## src/rtl/hilo_unit.sv

```systemverilog
// hilo_unit
// Architectural HI/LO register pair with a two-slot pending-write pipeline
// (M slot, then W slot) ahead of the committed registers. The read port
// forwards the youngest pending write for each half, so a mfhi/mflo in EX
// sees a mult/div/mthi/mtlo issued one or two cycles earlier without a stall.
//
// Ports:
//   clk      clock, all state updates on the rising edge
//   rst      synchronous active-high reset, overrides stall
//   stall    freezes every register
//   flush_m  kills the write currently held in the M slot
//   ex_whl   write both halves from ex_hi / ex_lo (wins over mthi/mtlo)
//   ex_lo    low result from the ALU
//   ex_hi    high result from the ALU
//   ex_mthi  write HI from ex_src
//   ex_mtlo  write LO from ex_src
//   ex_src   rs operand for mthi/mtlo
//   rd_hi    read select, 1 = HI, 0 = LO
//   rd_data  forwarded value of the selected half (combinational)
//   hi, lo   committed registers
module hilo_unit #(
   parameter int N = 32
) (
   input  logic         clk,
   input  logic         rst,
   input  logic         stall,
   input  logic         flush_m,
   input  logic         ex_whl,
   input  logic [N-1:0] ex_lo,
   input  logic [N-1:0] ex_hi,
   input  logic         ex_mthi,
   input  logic         ex_mtlo,
   input  logic [N-1:0] ex_src,
   input  logic         rd_hi,
   output logic [N-1:0] rd_data,
   output logic [N-1:0] hi,
   output logic [N-1:0] lo
);

   // Index 1 is the HI half, index 0 is the LO half. Both halves run the
   // same pipeline, differing only in which ALU word and which mt* strobe
   // feed them.
   logic [N-1:0] ex_word  [2];
   logic         ex_mt    [2];
   logic [N-1:0] fwd_half [2];
   logic [N-1:0] com_half [2];

   assign ex_word[0] = ex_lo;
   assign ex_word[1] = ex_hi;
   assign ex_mt[0]   = ex_mtlo;
   assign ex_mt[1]   = ex_mthi;

   genvar gi;
   generate
      for (gi = 0; gi < 2; gi++) begin : g_half
         logic         m_v_reg;
         logic [N-1:0] m_d_reg;
         logic         w_v_reg;
         logic [N-1:0] w_d_reg;
         logic [N-1:0] c_reg;
         logic         cap_v_next;
         logic [N-1:0] cap_d_next;

         // ex_whl takes priority over the mt* strobes. If both mthi and
         // mtlo are set, each half independently picks up ex_src, which
         // gives the "write both from ex_src" behaviour for free.
         always_comb begin
            cap_v_next = ex_whl | ex_mt[gi];
            cap_d_next = ex_whl ? ex_word[gi] : ex_src;
         end

         always_ff @(posedge clk) begin
            if (rst) begin
               m_v_reg <= 1'b0;
               m_d_reg <= '0;
               w_v_reg <= 1'b0;
               w_d_reg <= '0;
               c_reg   <= '0;
            end else if (!stall) begin
               m_v_reg <= cap_v_next;
               m_d_reg <= cap_d_next;
               // An exception in MEM only cancels the valid; the data
               // moving into W is never looked at without it.
               w_v_reg <= m_v_reg & ~flush_m;
               w_d_reg <= m_d_reg;
               if (w_v_reg) begin
                  c_reg <= w_d_reg;
               end
            end
         end

         // Youngest valid write wins. EX inputs are deliberately not
         // forwarded: the reader is the EX instruction itself.
         assign fwd_half[gi] = m_v_reg ? m_d_reg :
                               w_v_reg ? w_d_reg : c_reg;
         assign com_half[gi] = c_reg;
      end
   endgenerate

   assign rd_data = rd_hi ? fwd_half[1] : fwd_half[0];
   assign hi      = com_half[1];
   assign lo      = com_half[0];

endmodule

```

## config.mk

```make
export PLATFORM = sky130hd
export DESIGN_NAME = hilo_unit
export DESIGN_NICKNAME = d
export VERILOG_FILES = /design/src/rtl/hilo_unit.sv
export SDC_FILE = /design/constraint.sdc
export NUM_CORES = 1
export LEC_CHECK = 0
export BUFFER_PORTS_ARGS = -buffer_cell sky130_fd_sc_hd__buf_2
export CELL_PAD_IN_SITES_DETAIL_PLACEMENT = 0
export CELL_PAD_IN_SITES_GLOBAL_PLACEMENT = 2
export CORE_MARGIN = 3
export CORE_UTILIZATION = 29
export CTS_CLUSTER_SIZE = 40
export DETAILED_ROUTE_END_ITERATION = 7
export GPL_ROUTABILITY_DRIVEN = 0
export HOLD_SLACK_MARGIN = 0.12
export PLACE_DENSITY = 0.81
export SLEW_MARGIN = 10
export SYNTH_ARGS = -nofsm -noshare
export SYNTH_HDL_FRONTEND = slang
export SYNTH_SLANG_ARGS = --single-unit
```

## constraint.sdc

```tcl
create_clock -name clk -period 1.2 [get_ports clk]
set_input_delay 0 -clock clk [delete_from_list [all_inputs] [get_ports clk]]
set_output_delay 0 -clock clk [all_outputs]
set_load 0.01 [all_outputs]
```

==> flow_summary.yaml <==
detailed_routing:
  wire_per_inst_um: 20.3
  vias: 9023
  drt_iter0_markers: 503
  postRouteWirelength_um: 36400
  routed_via_density: 5.02
  postRouteAntennaNets: 0
  route.detailed.drc: 0
  drt_first_pass_iters: 5
clocking:
  clkTransAtPathRegs_ns: 0.07
  worst_skew_pair.late_latency_ns: 0.44
  cts.htree.levels: 4
  ctsLongestPathBuffers: 2
  root_buffer: "clkbuf_16"
  cts.sinks: 196
  tritoncts: "yes"
  cts-buffers-inserted: 17
sta:
  period_needed_ns: 1.86
  finalCritPeriodShare_pct: 155
  setup_tns_ns: -38.95
  hold_slack_ns: 0.0752
  rsz0062_at_grt: "yes"
  setup_ws_ns: -0.658
  finalSetupViolations: 101
  worstMarginPinSlew_ns: 1.07
  maxSlewViolCount: 0
  max_slew_margin_pct: 28.8
  skew_ns: 0.00818
  fmax_ghz: 0.538
  final_hold_viol_count: 0
power_and_ir_drop:
  p_leak_nw: 5.72
  pwr_density_cell_nw_per_um2: 1110
  ir_drop_v: 0.00105
  total_power_mw: 15.4
worst_setup_path:
  startpoint: "g_half[0].w_v_reg$_SDFFE_PP0N_"
  reg2reg_slack_ns: -0.36
  r2r-start: "g_half[0].w_v_reg$_SDFFE_PP0N_"
  cp.arrival_ns: 1.86
  crit_end: "rd_data[8]"
  worst-setup-path-type: "flop to output pin"
  critPathRequiredTime_ns: 1.20
  reg2reg_depth: 8
  timing.rr.end: "lo[31]$_SDFFE_PP0N_"
  crit_fanout: 8
  start_kind: "flop"
  crit_path_end_kind: "output pin"
job:
  drv_cap: 0
synthesis:
  syn_nets: 1151
  syn_area_sq_um: 9310
  syn_inst: 1047
  synth_cell_types: 22
  ys_ff_latch: 196
  syn_avg_cell_area_sq_um: 8.89
  yosysWarnings: 0
  seq_area_frac_synth_pct: 42.2
floorplanning:
  die_h_um: 185
  fp.coreArea_sq_um: 31100
  initial_core_util_pct: 30.0
  placement_rows: 64
  ios: 200
  die_x_um: 185
  die-area_sq_um: 34300
status:
  status: "finished with violations"
  violations: "setup timing"
worst_hold_path:
  hold_path_class: "input pin to flop"
grt:
  grt_pass1_vias: 8935
  overflow: 0
  antenna_found_initial: 1
  grt.total_usage_pct: 20.2
  grt_max_degree: 65
  grt_pass1_wl_um: 52300
cells_and_area:
  nets: 1493
  layout-drive-gt1-share_pct: 34.0
  fill_cells: 2996
  num_antenna_cells: 0
  area_delta_synth_final_pct: 49.3
  postLayoutCoreUtil_pct: 44.7
place:
  post-dp-hpwl_um: 23300
  port_buffers: 199
  pre_cts_slack_ns: -0.293
kinds of logic (layout without fill, tap and decap cells):
family | Yosys count | count (layout) | synth area share, %
AO/OA/AOI/OAI | 227 | 227 | 15.2
flip-flops | 196 | 196 | 42.2
AND/OR/NAND/NOR | 396 | 397 | 20.6
buffers and inverters | 100 | 452 | 6.65
multiplexers | 128 | 128 | 15.4
routing by layer:
layer	global-route usage, %	up-vias	part of all wire (%)
met5	0	-	0.036
met4	6.66	2	2.7
met3	4.38	52	5.4
met2	35.2	270	48
met1	24.8	4349	44
li1	-	4350	-
Yosys cell counts:
master	count	area share [%]
mux2_4	29	4.7
buf_2	27	1.5
buf_6	11	1.3
nor2_1	66	2.7
or2b_4	1	0.12
dfxtp_1	196	42
nor2b_1	131	8.8
a211oi_1	97	7.8
a21oi_1	66	3.5
inv_2	1	0.040
mux2i_1	96	10
o21ai_0	32	1.7
buf_12	3	0.65
buf_4	21	1.7
clkbuf_1	31	1.3
nor3_1	67	3.6
nor3b_1	2	0.16
o22ai_1	32	2.2
mux2_2	3	0.36
buf_1	6	0.24
nand2_1	128	5.2
nand2b_1	1	0.067
cell type report:
class | instances | area, sq um | area share [%]
flip-flops and latches | 196 | 3940 | 28.3
repair buffers | 421 | 3580 | 25.8
multi-input cells | 752 | 5290 | 38.1
clock buffers | 21 | 450 | 3.24
well taps | 396 | 495 | 3.57
inverters | 1 | 3.75 | 0.0270
clock inverters | 9 | 130 | 0.937
report_power, final:
group	total, mW	switching (mW)	internal [mW]	leakage, nW
Sequential	7.03	0.260	6.77	1.60
Clock	5.84	2.53	3.32	0.283
Combinational	2.54	1.25	1.28	3.83
Total	15.4	4.04	11.4	5.72
worst max-delay path, stage by stage (launching register included):
cell     delay, ns
dfxtp_4       0.40
buf_12        0.15
buf_6         0.11
mux2_4        0.28
mux2i_1       0.12
buf_4         0.13
o22ai_2       0.06
buf_2         0.15
stage by stage:
step                      cells  cell area (sq um)
final                      1796              13900
after global routing       1796              13900
after CTS                  1800              13700
after detailed placement   1633              11200
after global placement     1633              11200
after floorplan            1047               9310
worst min-delay path by stage:
| stage | startpoint | endpoint | slack, ns | depth (start not counted) |
|---|---|---|---|---|
| 5_1_grt | stall | g_half[0].m_d_reg[31]$_SDFFE_PP0N_ | 0.13 | 4 |
| 3_5_place_dp | ex_hi[7] | g_half[1].m_d_reg[7]$_SDFFE_PP0N_ | 0.34 | 3 |
| 4_1_cts | ex_src[5] | g_half[0].m_d_reg[5]$_SDFFE_PP0N_ | 0.13 | 4 |
| 6_report | ex_src[18] | g_half[1].m_d_reg[18]$_SDFFE_PP0N_ | 0.08 | 4 |
| 3_3_place_gp | ex_mtlo | g_half[0].m_v_reg$_SDFFE_PP0N_ | 0.31 | 3 |
| 2_1_floorplan | ex_mtlo | g_half[0].m_v_reg$_SDFFE_PP0N_ | 0.20 | 2 |
placed cells by master, fill, tap and decap left out, drive strengths merged, types with 3 or more instances in the layout:
cell and n:
nor2b 131, nor3 67, nand2 128, clkinv 4, a211oi 97, clkbuf 27
bufinv 3, dlymetal6s4s 3, a21oi 66, mux2i 96, mux2 32, nor2 66
buf 318, dlygate4sd3 94, o22ai 32, o21ai 32, dfxtp 196
timing repair:
action	4_1_cts	5_1_grt
setup buffers	21	5
endpoints found under the hold margin	111	72
gates resized for setup	83	78
hold buffers	107	3
cloned	10	6
pin swaps	12	15
endpoints found under the setup margin	96	226
Note: power is estimated with default switching activity, not from simulation.
